[config.mk]
export PLATFORM = sky130hd
export DESIGN_NAME = imem_fetch_queue
export DESIGN_NICKNAME = d
export VERILOG_FILES = /design/src/rtl/rv32i_pkg.sv /design/src/rtl/ifq_slot_ram.sv /design/src/rtl/imem_fetch_queue.sv
export SDC_FILE = /design/constraint.sdc
export NUM_CORES = 1
export LEC_CHECK = 0
export CORE_MARGIN = 2
export CORE_UTILIZATION = 45
export DETAILED_ROUTE_END_ITERATION = 10
export DONT_BUFFER_PORTS = 1
export GPL_TIMING_DRIVEN = 0
export MAX_ROUTING_LAYER = met4
export PLACE_DENSITY = 0.6
export SYNTH_ARGS = -nofsm -noshare
export SYNTH_HDL_FRONTEND = slang
export SYNTH_HIERARCHICAL = 1
export SYNTH_SLANG_ARGS = --single-unit
[constraint.sdc]
create_clock -name clk -period 3.17 [get_ports clk]
set_input_delay 0.951 -clock clk [delete_from_list [all_inputs] [get_ports clk]]
set_output_delay 0.951 -clock clk [all_outputs]
set_load 0.05 [all_outputs]
[src/rtl/rv32i_pkg.sv]
// Shared RV32I constants and the fetch-queue entry layout used by the imem fetch queue.
package rv32i_pkg;

  localparam int unsigned XLEN = 32;
  localparam logic [XLEN-1:0] NOP_INST = 32'h0000_0013;

  // Sized for several back-to-back redirects while the memory is still returning old reads.
  localparam int unsigned DROP_W = 8;

  typedef struct packed {
    logic [XLEN-1:0] pc;
    logic [XLEN-1:0] inst;
    logic            filled;
    logic            misaligned;
  } ifq_entry_t;

endpackage

[src/rtl/ifq_slot_ram.sv]
// Circular slot storage for the fetch queue: allocate at tail, fill oldest unfilled slot,
// pop at head. Free slots always read back with filled=0.
module ifq_slot_ram
  import rv32i_pkg::*;
#(
  parameter int unsigned DEPTH = 2,
  localparam int unsigned IdxW = $clog2(DEPTH),
  localparam int unsigned CntW = IdxW + 1
) (
  input  logic            clk_i,
  input  logic            rst_i,
  input  logic            flush_i,
  input  logic            alloc_i,
  input  logic [XLEN-1:0] alloc_pc_i,
  input  logic            alloc_misaligned_i,
  input  logic            fill_i,
  input  logic [XLEN-1:0] fill_inst_i,
  input  logic            pop_i,
  output ifq_entry_t      head_o,
  output logic [CntW-1:0] unfilled_o,
  output logic            full_o,
  output logic            fill_avail_o
);

  ifq_entry_t      slot_q [DEPTH];
  logic [IdxW-1:0] head_q, tail_q;
  logic [CntW-1:0] count_q, count_d;
  logic [IdxW-1:0] fill_idx;
  logic [CntW-1:0] filled_cnt;
  logic            found;

  // Oldest unfilled slot, searched from the head across allocated entries only.
  always_comb begin
    fill_idx   = head_q;
    found      = 1'b0;
    filled_cnt = '0;
    for (int i = 0; i < DEPTH; i++) begin
      filled_cnt = filled_cnt + CntW'(slot_q[i].filled);
      if (!found && (CntW'(i) < count_q) && !slot_q[head_q + IdxW'(i)].filled) begin
        fill_idx = head_q + IdxW'(i);
        found    = 1'b1;
      end
    end
  end

  always_comb begin
    count_d = count_q;
    if (alloc_i && !pop_i) begin
      count_d = count_q + CntW'(1);
    end else if (!alloc_i && pop_i) begin
      count_d = count_q - CntW'(1);
    end
  end

  assign head_o       = slot_q[head_q];
  assign full_o       = (count_q == CntW'(DEPTH));
  assign unfilled_o   = count_q - filled_cnt;
  assign fill_avail_o = found;

  always_ff @(posedge clk_i) begin
    if (rst_i || flush_i) begin
      head_q  <= '0;
      tail_q  <= '0;
      count_q <= '0;
      for (int i = 0; i < DEPTH; i++) begin
        slot_q[i].filled     <= 1'b0;
        slot_q[i].misaligned <= 1'b0;
      end
    end else begin
      count_q <= count_d;
      if (pop_i) begin
        slot_q[head_q].filled     <= 1'b0;
        slot_q[head_q].misaligned <= 1'b0;
        head_q                    <= head_q + IdxW'(1);
      end
      if (fill_i) begin
        slot_q[fill_idx].inst   <= fill_inst_i;
        slot_q[fill_idx].filled <= 1'b1;
      end
      // A misaligned fetch never reaches memory, so its slot is born complete.
      if (alloc_i) begin
        slot_q[tail_q].pc         <= alloc_pc_i;
        slot_q[tail_q].inst       <= NOP_INST;
        slot_q[tail_q].filled     <= alloc_misaligned_i;
        slot_q[tail_q].misaligned <= alloc_misaligned_i;
        tail_q                    <= tail_q + IdxW'(1);
      end
    end
  end

endmodule

[src/rtl/imem_fetch_queue.sv]
// Instruction fetch queue between the PC stage and decode; tracks in-flight imem reads and
// drops stale responses after a redirect. IFQ_MISALIGN_CHECK_EN enables misaligned-PC trapping.
module imem_fetch_queue
  import rv32i_pkg::*;
#(
  parameter int unsigned DEPTH = 2
) (
  input  logic            clk,
  input  logic            rst,
  input  logic [XLEN-1:0] pc_address_in,
  input  logic            redirect,
  output logic            pc_advance,
  output logic            imem_req_valid,
  input  logic            imem_req_ready,
  output logic [XLEN-1:0] imem_req_addr,
  input  logic            imem_rsp_valid,
  input  logic [XLEN-1:0] imem_rsp_data,
  output logic            inst_valid,
  input  logic            inst_ready,
  output logic [XLEN-1:0] inst_out,
  output logic [XLEN-1:0] inst_pc_out
`ifdef IFQ_MISALIGN_CHECK_EN
  ,
  output logic            inst_misaligned
`endif
);

  localparam int unsigned CntW = $clog2(DEPTH) + 1;

  ifq_entry_t        head;
  logic [CntW-1:0]   unfilled;
  logic              full;
  logic              fill_avail;
  logic              pc_misaligned;
  logic              can_alloc;
  logic              alloc;
  logic              fill;
  logic              pop;
  logic              rsp_drop;
  logic [DROP_W-1:0] drop_cnt_q, drop_cnt_d;
  logic [XLEN-1:0]   last_inst_q, last_pc_q;

`ifdef IFQ_MISALIGN_CHECK_EN
  assign pc_misaligned   = (pc_address_in[1:0] != 2'b00);
  assign inst_misaligned = inst_valid && head.misaligned;
`else
  logic unused_misaligned;
  assign pc_misaligned     = 1'b0;
  assign unused_misaligned = head.misaligned;
`endif

  always_comb begin
    can_alloc      = !rst && !redirect && !full;
    imem_req_valid = can_alloc && !pc_misaligned;
    alloc          = (imem_req_valid && imem_req_ready) || (can_alloc && pc_misaligned);
    pc_advance     = alloc;
    imem_req_addr  = pc_address_in;
    inst_valid     = !rst && !redirect && head.filled;
    pop            = inst_valid && inst_ready;
    rsp_drop       = imem_rsp_valid && (drop_cnt_q != '0);
    fill           = imem_rsp_valid && !rsp_drop && !redirect && fill_avail;
    inst_out       = inst_valid ? head.inst : last_inst_q;
    inst_pc_out    = inst_valid ? head.pc : last_pc_q;
  end

  // Responses are in order, so pending drops always belong to the oldest outstanding reads.
  // A response landing in the redirect cycle itself is one of those being discarded.
  always_comb begin
    drop_cnt_d = drop_cnt_q;
    if (redirect) begin
      drop_cnt_d = drop_cnt_q + DROP_W'(unfilled);
      if (imem_rsp_valid && (drop_cnt_d != '0)) begin
        drop_cnt_d = drop_cnt_d - DROP_W'(1);
      end
    end else if (rsp_drop) begin
      drop_cnt_d = drop_cnt_q - DROP_W'(1);
    end
  end

  always_ff @(posedge clk) begin
    if (rst) begin
      drop_cnt_q  <= '0;
      last_inst_q <= NOP_INST;
      last_pc_q   <= '0;
    end else begin
      drop_cnt_q <= drop_cnt_d;
      if (inst_valid) begin
        last_inst_q <= head.inst;
        last_pc_q   <= head.pc;
      end
    end
  end

  ifq_slot_ram #(
    .DEPTH(DEPTH)
  ) u_slots (
    .clk_i              (clk),
    .rst_i              (rst),
    .flush_i            (redirect),
    .alloc_i            (alloc),
    .alloc_pc_i         (pc_address_in),
    .alloc_misaligned_i (pc_misaligned),
    .fill_i             (fill),
    .fill_inst_i        (imem_rsp_data),
    .pop_i              (pop),
    .head_o             (head),
    .unfilled_o         (unfilled),
    .full_o             (full),
    .fill_avail_o       (fill_avail)
  );

endmodule

Word-level counts from Yosys, hierarchy flattened

Memory sizes are Yosys's and may differ from the RTL's. A register that Yosys moved wholly into a read port is not among the register bits.
Index checks and enable logic that the tools add are counted.

Bits in registers: 76
Memory bits (writable): 130
Bits of input ports: 70
Output and inout port bits: 99
Logic and storage cells: 79
Memories kept: 1

Add/sub/neg operators: 9
Magnitude comparators: 2
Equality and inequality tests: 1
Muxes and demuxes: 29
Reduce and logical (&&, ||, !) cells: 31

Memory list:

| name           | depth | bits a word | read ports | clocked after memory_dff | write ports | RTL line           | text |
|---|---|---|---|---|---|---|---|
| u_slots.slot_q | 2     | 65          | 4          | 1                        | 3           | ifq_slot_ram.sv:25 | `ifq_entry_t slot_q [DEPTH];` |

Operators by type and width:

| operator                                                                     | count |
|---|---|
| 65-bit two-way mux                                                           | 2 |
| 65-bit OR reduction                                                          | 2 |
| 32-bit two-way mux                                                           | 2 |
| 8-bit two-way mux                                                            | 3 |
| 1-bit two-way mux                                                            | 18 |
| 8-bit nonzero test                                                           | 2 |
| 8-bit by 1-bit subtractor with 8-bit output (second input constant)          | 2 |
| 1-bit logical AND                                                            | 15 |
| 1-bit zero test                                                              | 9 |
| 8-bit by 2-bit adder with 8-bit output                                       | 1 |
| 2-bit two-way mux                                                            | 3 |
| 1-bit by 2-bit less-than comparator with 1-bit output (first input constant) | 2 |
| 2-bit nonzero test                                                           | 2 |
| 3-bit two-way mux                                                            | 1 |
| 1-bit adder (second input constant)                                          | 2 |
| 1-bit by 1-bit adder with 2-bit output                                       | 1 |
| 2-bit by 1-bit adder with 2-bit output (second input constant)               | 1 |
| 2-bit equality test (second input constant)                                  | 1 |
| 2-bit by 1-bit subtractor with 2-bit output (second input constant)          | 1 |
| 2-bit subtractor                                                             | 1 |
| 1-bit logical OR                                                             | 1 |

Longest topological paths before layout

Gate-level depths: netlist of run 1.

Depth in word-level cells: 13
Mapped depth: 13
Gate-level depth less buffers: 11

By module

The synthesis of run 1 kept the hierarchy.

Modules (own cells, without submodules):

| module           | instances | cells each | area an instance (µm²) | seq. area each (µm²) |
|---|---|---|---|---|
| ifq_slot_ram     | 1         | 472        | 5813.1                 | 3423.3 |
| imem_fetch_queue | 1         | 391        | 3867.5                 | 1441.4 |

Worst setup path after synthesis of run 1

Ideal clock, no wire load.

Path type: input to register
Start point: in rst
End point: mem u_slots/slot_q[0][1] (netlist name) (data pin)
Setup time: 0.282 ns
Data arrival time: 4.300 ns
Required time: 2.888 ns
Setup slack: -1.412 ns
Stages on the path: 9
Buffers on the path: 3
Path through: buf_2 > clkbuf_1 > nor3_1 > and2_1 > nand2b_1 > or2_2 > buf_2 > clkinv_1 > o21bai_1

RTL lines:

| item            | RTL line              | text |
|---|---|---|
| start, declared | imem_fetch_queue.sv:9 | `input logic rst,` |
| end, declared   | ifq_slot_ram.sv:25    |  |

Worst setup path in the final report of run 1

Start point: in redirect
End point: out inst_out[30]

Longest elaborated chain between the ends: 4

RTL lines:

| item                            | RTL line               | text |
|---|---|---|
| start, declared                 | imem_fetch_queue.sv:11 | `input logic redirect,` |
| 1-bit zero test                 | imem_fetch_queue.sv:58 | `inst_valid = !rst && !redirect && head.filled;` |
| 1-bit logical AND (2 in series) | imem_fetch_queue.sv:58 |  |
| 32-bit two-way mux              | -                      |  |
| end, declared                   | imem_fetch_queue.sv:20 | `output logic [XLEN-1:0] inst_out,` |

No other way between the ends.

==> run_results.csv, run 1 <==
group,metric,value,unit
global_routing,antenna_found_initial,0,
clock_network,cts_tree,"done",
setup_path,worstSetupStartpointType,"input pin",
setup_path,slowest_delay,0.40,ns
global_routing,grt_usage,0.1978,
route,routed_wl,21880,µm
global_routing,grt_pass1_vias,6299,
sta,report.final.hold_viol_count,0,
route,drt_first_pass_iters,4,
cells_and_area,diodes,0,
route,drt-initial-drc-count,187,
route,vias,6161,
sta,post-route-period-util,0.9866,
power_and_ir_drop,power_density,585.0,nW/µm²
clock_network,htreeDepth,1,
sta,relSlewSlack,0.4775,
sta,tightest_slew,0.7838,ns
synth,syn_avg_cell_area,11.17,µm²
floorplan,rows,53,
route,drtAntennaViolNets,0,
setup_path,required,2.22,ns
cells_and_area,syn_to_final_growth,16.73,%
setup_path,critPathKind,"input pin to output port",
setup_path,crit_top_cell,"buf_12",
floorplan,core,21020,µm²
route,via_per_inst,5.195,
sta,post-route-min-period,3.128,ns
hold_path,hp-class,"register to register",
place,gp_congestion,0.8552,
setup_path,crit_fanout,10,
run_status,status,"finished clean",
setup_path,slowest_stage,"mux2_4",
sta,drv_slew,0,
floorplan,die_x,150.1,µm
sta,rsz0062_at_grt,"false",
global_routing,gr-total-overflow,0,
floorplan,start_util,0.4571,
clock_network,clock_sinks,207,
sta,whs,0.4536,ns
global_routing,grt_pass1_wl,34090,µm
clock_network,clkSlewWorstSetupHoldPaths,0.05,ns
synth,synthCells,860,
cells_and_area,design_area,11220,µm²
clock_network,clock_latency,0.51,ns
synth,syn_area,9609,µm²
sta,setup_viol,0,
global_routing,grt_max_degree,41,
cells_and_area,fin_nets,977,
clock_network,cts_buffers,24,
setup_path,endpoint_kind,"output port",
floorplan,die_h,150.1,µm
sta,fin_skew,0.01622,ns
synth,yosysWarningCount,6,
place,place_area,10020,µm²
sta,fmax,319.7,MHz
flow_run,max_cap_violations,0,
cells_and_area,drive_gt1_frac,0.2909,
setup_path,crit_chain,"buf_4 -> nor2_4 -> and2_4 -> buf_12 -> buf_12 -> mux2_4",
floorplan,boundaryPins,169,
route,drc,0,
cells_and_area,fin_util,0.5336,
clock_network,clock_path_buffers,3,
route,wire_per_inst,18.45,µm
power_and_ir_drop,peakVddDrop,423.1,µV
setup_path,path_delay_family,"buffers and inverters",
setup_path,critPathBufInv,3,
power_and_ir_drop,p_leak,0.004786,µW
place,dp_hpwl,14740,µm
place,portBuffers,0,
clock_network,clock_tree.root_cell,"clkbuf_16",
setup_path,arrival,2.18,ns
floorplan,dieArea,22540,µm²
==> worst paths after layout <==
path                    startpoint                    end  slack (ns)  depth (start not counted)
min reg2reg  u_slots/slot_q[0][29]  u_slots/slot_q[0][29]        0.45                          2
max                       redirect           inst_out[30]        0.04                          6
min          u_slots/slot_q[0][29]  u_slots/slot_q[0][29]        0.45                          2
max reg2reg   u_slots/slot_q[1][1]          drop_cnt_q[0]        0.12                         12
==> where the power goes <==
part	switching (µW)	internal [µW]	total, µW
Sequential	56.8	2820	2880
Clock	1040	1450	2490
Combinational	717	470	1190
Total	1820	4740	6560
==> per-stage QoR <==
step / std cells / power (µW) / worst slack, ns / TNS (ns)
6_report: 1186 / 6562 / 0.04237 / 0
5_1_grt: 1186 / 6875 / 0.003739 / 0
4_1_cts: 1180 / 6596 / 0.005947 / 0
3_5_place_dp: 1136 / 4039 / -0.4887 / -76.50
3_3_place_gp: 1136 / 4034 / -0.4962 / -75.97
2_1_floorplan: 861 / 3838 / -0.02974 / -1.487
==> per-layer routing <==
metal  up-vias  part of all wire  routed length (µm)  GRT usage
li1       2996                 -                   -          -
met1      3008              0.45                9833     0.2500
met2       129              0.47               10210     0.3167
met3        28             0.066                1448    0.05545
met4         0             0.018                 392    0.04623
met5         -                 0                   0          -
==> layout make-up <==
type,instances,area [µm²]
Tap cell,275,344.1
Clock inverter,5,40.04
Multi-Input combinational cell,550,4489
Timing Repair Buffer,9,105.1
Buffer,84,685.7
Inverter,19,77.57
Clock buffer,37,669.4
Sequential cell,207,4806
Fill cell,1856,9804
==> flip-flops by register name, indices dropped and copies added (netlist names), named ones only <==
| signal | flops |
|---|---|
| drop_cnt_q | 8 |
| last_inst_q | 32 |
| last_pc_q | 32 |
| u_slots/count_q | 2 |
| u_slots/head_q | 1 |
| u_slots/slot_q | 130 |
| u_slots/tail_q | 1 |
==> cell usage in the layout (no fill, tap or decap), types with 5 or more instances in the layout <==
cell         n
and3_1       6
edfxtp_1    66
buf_6        9
inv_1       17
buf_4       43
a21oi_1      6
xnor2_1      6
clkbuf_16   26
dfxtp_1    140
ha_1         8
nor2_1      22
o21ai_0      5
mux2_4      56
buf_2        6
o211ai_1     5
buf_12       5
mux2_2      73
nand3_1     14
nand2b_1     8
nor2b_1     61
clkbuf_1    30
mux2i_1     65
xor2_1       5
nand2_1    130
==> worst reg2reg max path, cell delays in order (launching register included) <==
cell      delay, ns
edfxtp_1       0.38
inv_1          0.07
fa_1           0.49
clkbuf_1       0.09
ha_2           0.21
inv_1          0.06
fa_2           0.34
buf_6          0.15
nand2b_4       0.19
nor3_4         0.29
o21ai_4        0.13
or4_1          0.48
nand3_1        0.09
==> what timing repair did <==
| action | in CTS | in global routing |
|---|---|---|
| hold buffers | 0 | 0 |
| setup buffers | 2 | 5 |
| pin swaps | 5 | 4 |
| cloned | 1 | 1 |
| endpoints found under the setup margin | 72 | 22 |
| gates resized for setup | 102 | 6 |
Note: power is estimated with default switching activity, not from simulation.
==> inputs of run 2 (changes only) <==
--- a/config.mk
+++ b/config.mk
@@ -5,11 +5,11 @@
 export SDC_FILE = /design/constraint.sdc
 export NUM_CORES = 1
 export LEC_CHECK = 0
+export CAP_MARGIN = 30
 export CORE_MARGIN = 2
 export CORE_UTILIZATION = 45
 export DETAILED_ROUTE_END_ITERATION = 10
 export DONT_BUFFER_PORTS = 1
-export GPL_TIMING_DRIVEN = 0
 export MAX_ROUTING_LAYER = met4
 export PLACE_DENSITY = 0.6
 export SYNTH_ARGS = -nofsm -noshare
==> run 2 against run 1 <==
  * Routed wire length down 7.7%
  * Clock skew is 0.0078 ns lower
  * Clock power up 24%
  * Largest power group is now the clock network
  * Die area is the same
  * Combinational power decreased by 18%
  * Critical endpoint is now inst_out[4]
  * Setup slack gained 0.048 ns
==> run_results.csv, run 2 (same netlist as run 1, synthesis figures left out) <==
group,metric,value,unit
run_status,status,"finished clean",
setup_path,worstRegToRegCells,10,
cells_and_area,syn_to_final_growth,11.77,%
cells_and_area,top_regs,"u_slots/slot_q (130), last_inst_q (32), last_pc_q (32)",
floorplan,boundaryPins,169,
sta,relSlewSlack,0.3934,
cells_and_area,max_flop_register,"u_slots/slot_q",
power_and_ir_drop,total_switching_power,1698,µW
power_and_ir_drop,p_int,5297,µW
setup_path,worstSetupStartpointType,"register",
sta,tightest_slew,0.8909,ns
global_routing,grt_pass1_wl,32360,µm
power_and_ir_drop,finalPower,6996,µW
setup_path,crit_chain,"buf_4 -> mux2_4 -> and2_4 -> buf_12 -> mux2_2 -> buf_12",
power_and_ir_drop,power.share.clock,0.444,
global_routing,grt_max_degree,76,
setup_path,critPathKind,"register to output port",
setup_path,endpoint_kind,"output port",
power_and_ir_drop,peakVddDrop,423.4,µV
place,dp_hpwl,13410,µm
global_routing,gr-total-overflow,0,
setup_path,slowest_delay,0.38,ns
clock_network,clock_path_buffers,3,
setup_path,crit_fanout,15,
clock_network,cts_setup_buffers,0,
route,vias,5939,
cells_and_area,drive_gt1_frac,0.2642,
floorplan,die_h,150.1,µm
route,drt_first_pass_iters,4,
clock_network,cts_buffers,24,
global_routing,grt_pass1_vias,6163,
cells_and_area,fin_nets,912,
sta,fmax,324.7,MHz
clock_network,htreeDepth,1,
sta,rsz0062_at_grt,"false",
floorplan,rows,53,
cells_and_area,final_common_cell,"dfxtp_1",
cells_and_area,fin_util,0.5109,
sta,fin_skew,0.008452,ns
sta,drv_slew,0,
hold_path,hold_depth,2,
route,drtAntennaViolNets,0,
power_and_ir_drop,p_leak,0.004547,µW
setup_path,slowest_stage,"edfxtp_1",
power_and_ir_drop,power_frac_comb,0.139,
cells_and_area,multi_input_area,4269,µm²
clock_network,clkSlewWorstSetupHoldPaths,0.06,ns
route,via_per_inst,5.284,
cells_and_area,design_area,10740,µm²
hold_path,hp-class,"register to register",
cells_and_area,largest_register_ffs,130,
floorplan,die_x,150.1,µm
clock_network,clock_tree.root_cell,"clkbuf_16",
route,wire_per_inst,17.98,µm
floorplan,start_util,0.4571,
setup_path,required,2.22,ns
power_and_ir_drop,p_seq_frac,0.417,
clock_network,clock_latency,0.50,ns
setup_path,crit_top_cell,"buf_12",
place,portBuffers,0,
route,drt-initial-drc-count,279,
cells_and_area,mostFrequentLayoutCells,"dfxtp_1 (140), nand2_1 (130), mux2_2 (119)",
flow_run,max_cap_violations,0,
power_and_ir_drop,swShare,0.2428,
sta,setup_viol,0,
cells_and_area,seq_area,4808,µm²
global_routing,antenna_found_initial,1,
clock_network,cts_tree,"done",
setup_path,arrival,2.13,ns
sta,post-route-period-util,0.9715,
global_routing,grt_usage,0.1855,
floorplan,dieArea,22540,µm²
place,gp_congestion,0.8646,
route,routed_wl,20210,µm
route,drc,0,
power_and_ir_drop,power_density,651.4,nW/µm²
place,place_area,9812,µm²
floorplan,core,21020,µm²
clock_network,clock_sinks,207,
sta,post-route-min-period,3.080,ns
sta,report.final.hold_viol_count,0,
cells_and_area,fillers,1858,
==> run 2: changes by cell type in the layout (fill, tap and decap cells not counted), moves of 9 or more <==
cell / previous run / this run
buf_4: 43 / 19
buf_6: 9 / 0
clkbuf_1: 30 / 6
mux2_2: 73 / 119
mux2_4: 56 / 10
==> run 2: power by group through the flow <==
stage / combinational [µW] / sequential, µW / clock (µW)
2_1_floorplan: 920 / 2920 / 0
6_report: 975 / 2920 / 3100
3_5_place_dp: 963 / 2970 / 0
3_3_place_gp: 961 / 2970 / 0
5_1_grt: 1080 / 2930 / 3290
4_1_cts: 970 / 2910 / 3180
==> run 2: layout make-up <==
cell class	count	area share
Multi-Input combinational cell	550	0.3975
Antenna cell	1	0.0002330
Clock inverter	9	0.01876
Clock buffer	35	0.06652
Tap cell	275	0.03204
Timing Repair Buffer	28	0.03006
Inverter	19	0.007223
Sequential cell	207	0.4477
==> run 2: critical path, delay by kind of cell, from the launching register on <==
kind / cells / cell delay (ns)
simple gates: 1 / 0.18
flops: 1 / 0.38
buf+inv: 3 / 0.47
mux: 2 / 0.60
==> run 2: metal layers <==
| metal | wire, µm | global-route usage |
|---|---|---|
| met1 | 8299 | 0.2160 |
| met2 | 10360 | 0.3224 |
| met3 | 1196 | 0.04394 |
| met4 | 352 | 0.04858 |
| met5 | 0 | - |
==> run 2: path summary, 6_finish.rpt <==
check | start | to | slack [ns]
min | u_slots/slot_q[0][11] | u_slots/slot_q[0][11] | 0.45
max reg2reg | u_slots/count_q[0] | drop_cnt_q[0] | 0.17
min reg2reg | u_slots/slot_q[0][11] | u_slots/slot_q[0][11] | 0.45
max | u_slots/slot_q[1][1] | inst_out[4] | 0.09
==> run 2: per-stage QoR <==
stage	worst slack [ns]	setup TNS [ns]	hold slack, ns	std cells
2_1_floorplan	-0.02974	-1.487	0.4345	861
3_3_place_gp	0.2123	0	0.4409	1079
3_5_place_dp	0.1531	0	0.4491	1079
4_1_cts	0.06050	0	0.4590	1123
5_1_grt	0.01080	0	0.4772	1124
6_report	0.09021	0	0.4549	1124
==> run 2: what timing repair did <==
item,4_1_cts,5_1_grt
hold endpoints to repair,0,0
setup endpoints to repair,3,2
hold buffers,0,0
resized for setup,3,2
==> inputs of run 3 (changes only) <==
--- a/config.mk
+++ b/config.mk
@@ -6,6 +6,7 @@
 export NUM_CORES = 1
 export LEC_CHECK = 0
 export CAP_MARGIN = 30
+export CORE_ASPECT_RATIO = 0.7
 export CORE_MARGIN = 2
 export CORE_UTILIZATION = 45
 export DETAILED_ROUTE_END_ITERATION = 10
==> run 3 against run 2 <==
  * Hold slack improved by 0.0019 ns
  * Combinational power rose by 4%
  * Register-to-register slack worse by 0.03 ns
  * Die area barely moved
  * Count of clock-buffer cells in the layout decreased by 6
  * Routed wire length down 0.17%
  * Clock power is 19% lower
  * Clock skew increased by 0.0012 ns
  * Largest power group is now sequential cells
==> run_results.csv, run 3 (same netlist as run 1, synthesis figures left out) <==
group,metric,value,unit
cells_and_area,diodes,0,
global_routing,grt_pass1_wl,32580,µm
sta,setup_viol,0,
flow_run,max_cap_violations,0,
route,wire_per_inst,18.12,µm
sta,fin_skew,0.009675,ns
global_routing,grt_pass1_vias,6110,
sta,tightest_slew,0.7294,ns
global_routing,antenna_found_initial,0,
cells_and_area,fillers,1806,
route,drtAntennaViolNets,0,
cells_and_area,max_flop_register,"u_slots/slot_q",
clock_network,clock_path_buffers,3,
clock_network,cts_tree,"done",
clock_network,clkSlewWorstSetupHoldPaths,0.07,ns
cells_and_area,design_area,10480,µm²
route,drc,0,
clock_network,clock_sinks,207,
sta,rsz0062_at_grt,"true",
global_routing,grt_util_met3,0.05314,
sta,relSlewSlack,0.5033,
cells_and_area,final_common_cell,"dfxtp_1",
setup_path,crit_fanout,40,
power_and_ir_drop,p_leak,0.004431,µW
clock_network,hold_buffers,0,
setup_path,endpoint_kind,"output port",
cells_and_area,top_regs,"u_slots/slot_q (130), last_inst_q (32), last_pc_q (32)",
clock_network,htreeDepth,1,
route,routed_wl,20170,µm
global_routing,busiest_layer,"met2",
sta,post-route-min-period,3.094,ns
route,vias,5895,
floorplan,core,20870,µm²
route,drt_first_pass_iters,5,
floorplan,die_x,178.7,µm
route,via_per_inst,5.296,
floorplan,dieArea,22560,µm²
global_routing,met1_usage,0.2452,
power_and_ir_drop,power_density,614.2,nW/µm²
global_routing,gr-total-overflow,0,
cells_and_area,drive_gt1_frac,0.2509,
power_and_ir_drop,finalPower,6438,µW
floorplan,die_h,126.3,µm
global_routing,grt_max_degree,76,
floorplan,rows,44,
floorplan,boundaryPins,169,
floorplan,start_util,0.4605,
sta,drv_slew,0,
place,portBuffers,0,
cells_and_area,syn_to_final_growth,9.075,%
run_status,status,"finished clean",
route,drt-initial-drc-count,293,
place,dp_hpwl,13580,µm
power_and_ir_drop,peakVddDrop,416.8,µV
sta,fmax,323.2,MHz
setup_path,critPathKind,"register to output port",
global_routing,grt_usage,0.1875,
clock_network,clock_tree.root_cell,"clkbuf_16",
hold_path,hp-class,"register to register",
sta,report.final.hold_viol_count,0,
clock_network,cts_setup_buffers,0,
place,gp_congestion,0.8716,
setup_path,required,2.22,ns
global_routing,use_met2,0.2893,
place,place_area,9746,µm²
setup_path,worstSetupStartpointType,"register",
sta,post-route-period-util,0.9761,
cells_and_area,mostFrequentLayoutCells,"dfxtp_1 (140), nand2_1 (130), mux2_2 (116)",
clock_network,cts_buffers,21,
cells_and_area,fin_nets,905,
setup_path,arrival,2.14,ns
cells_and_area,fin_util,0.5023,
cells_and_area,largest_register_ffs,130,
clock_network,clock_latency,0.50,ns
run 3: power breakdown:
| part | total [µW] | switching [µW] | internal [µW] |
|---|---|---|---|
| logic | 1010 | 591 | 421 |
| registers | 2910 | 83.4 | 2820 |
| clock network | 2520 | 1000 | 1520 |
| total | 6440 | 1670 | 4760 |
run 3: repair_timing:
item                                    CTS  global route
hold endpoints to repair                  0             0
resized for setup                         0             7
endpoints found under the setup margin    0            11
run 3: metrics by stage:
step | hold WS [ns] | setup TNS [ns] | cells | setup WS (ns)
6_report | 0.4568 | 0 | 1113 | 0.07589
5_1_grt | 0.4726 | -0.08882 | 1113 | -0.05144
4_1_cts | 0.4604 | 0 | 1113 | 0.05120
3_5_place_dp | 0.4518 | 0 | 1076 | 0.1192
3_3_place_gp | 0.4411 | 0 | 1076 | 0.1781
2_1_floorplan | 0.4345 | -1.487 | 861 | -0.02974
run 3: routing by layer:
metal  up-vias  share of wire  wire, µm
met4         0          0.021       431
met1      2858           0.46      9264
met5         -              0         0
met3        32          0.074      1496
met2       161           0.45      8980
li1       2844              -         -
run 3: cell type report:
type | count | area [µm²] | share of cell area
Multi-Input combinational cell | 550 | 4300 | 0.4103
Clock buffer | 29 | 579.3 | 0.05527
Clock inverter | 8 | 115.1 | 0.01098
Inverter | 19 | 77.57 | 0.007401
Timing Repair Buffer | 24 | 255.2 | 0.02435
Tap cell | 276 | 345.3 | 0.03295
Sequential cell | 207 | 4808 | 0.4588
run 3: worst paths after layout:
check	endpoint	slack [ns]	depth (start not counted)	startpoint
worst max register to register	drop_cnt_q[0]	0.14	11	u_slots/slot_q[1][1]
worst min register to register	u_slots/slot_q[1][4]	0.46	2	u_slots/slot_q[1][4]
worst min-delay path	u_slots/slot_q[1][4]	0.46	2	u_slots/slot_q[1][4]
worst max-delay path	inst_pc_out[0]	0.08	4	register
run 3: critical path, stage by stage (launching register included):
cell	delay [ns]
dfxtp_4	0.39
mux2_4	0.25
and2_4	0.21
buf_12	0.25
mux2_2	0.51
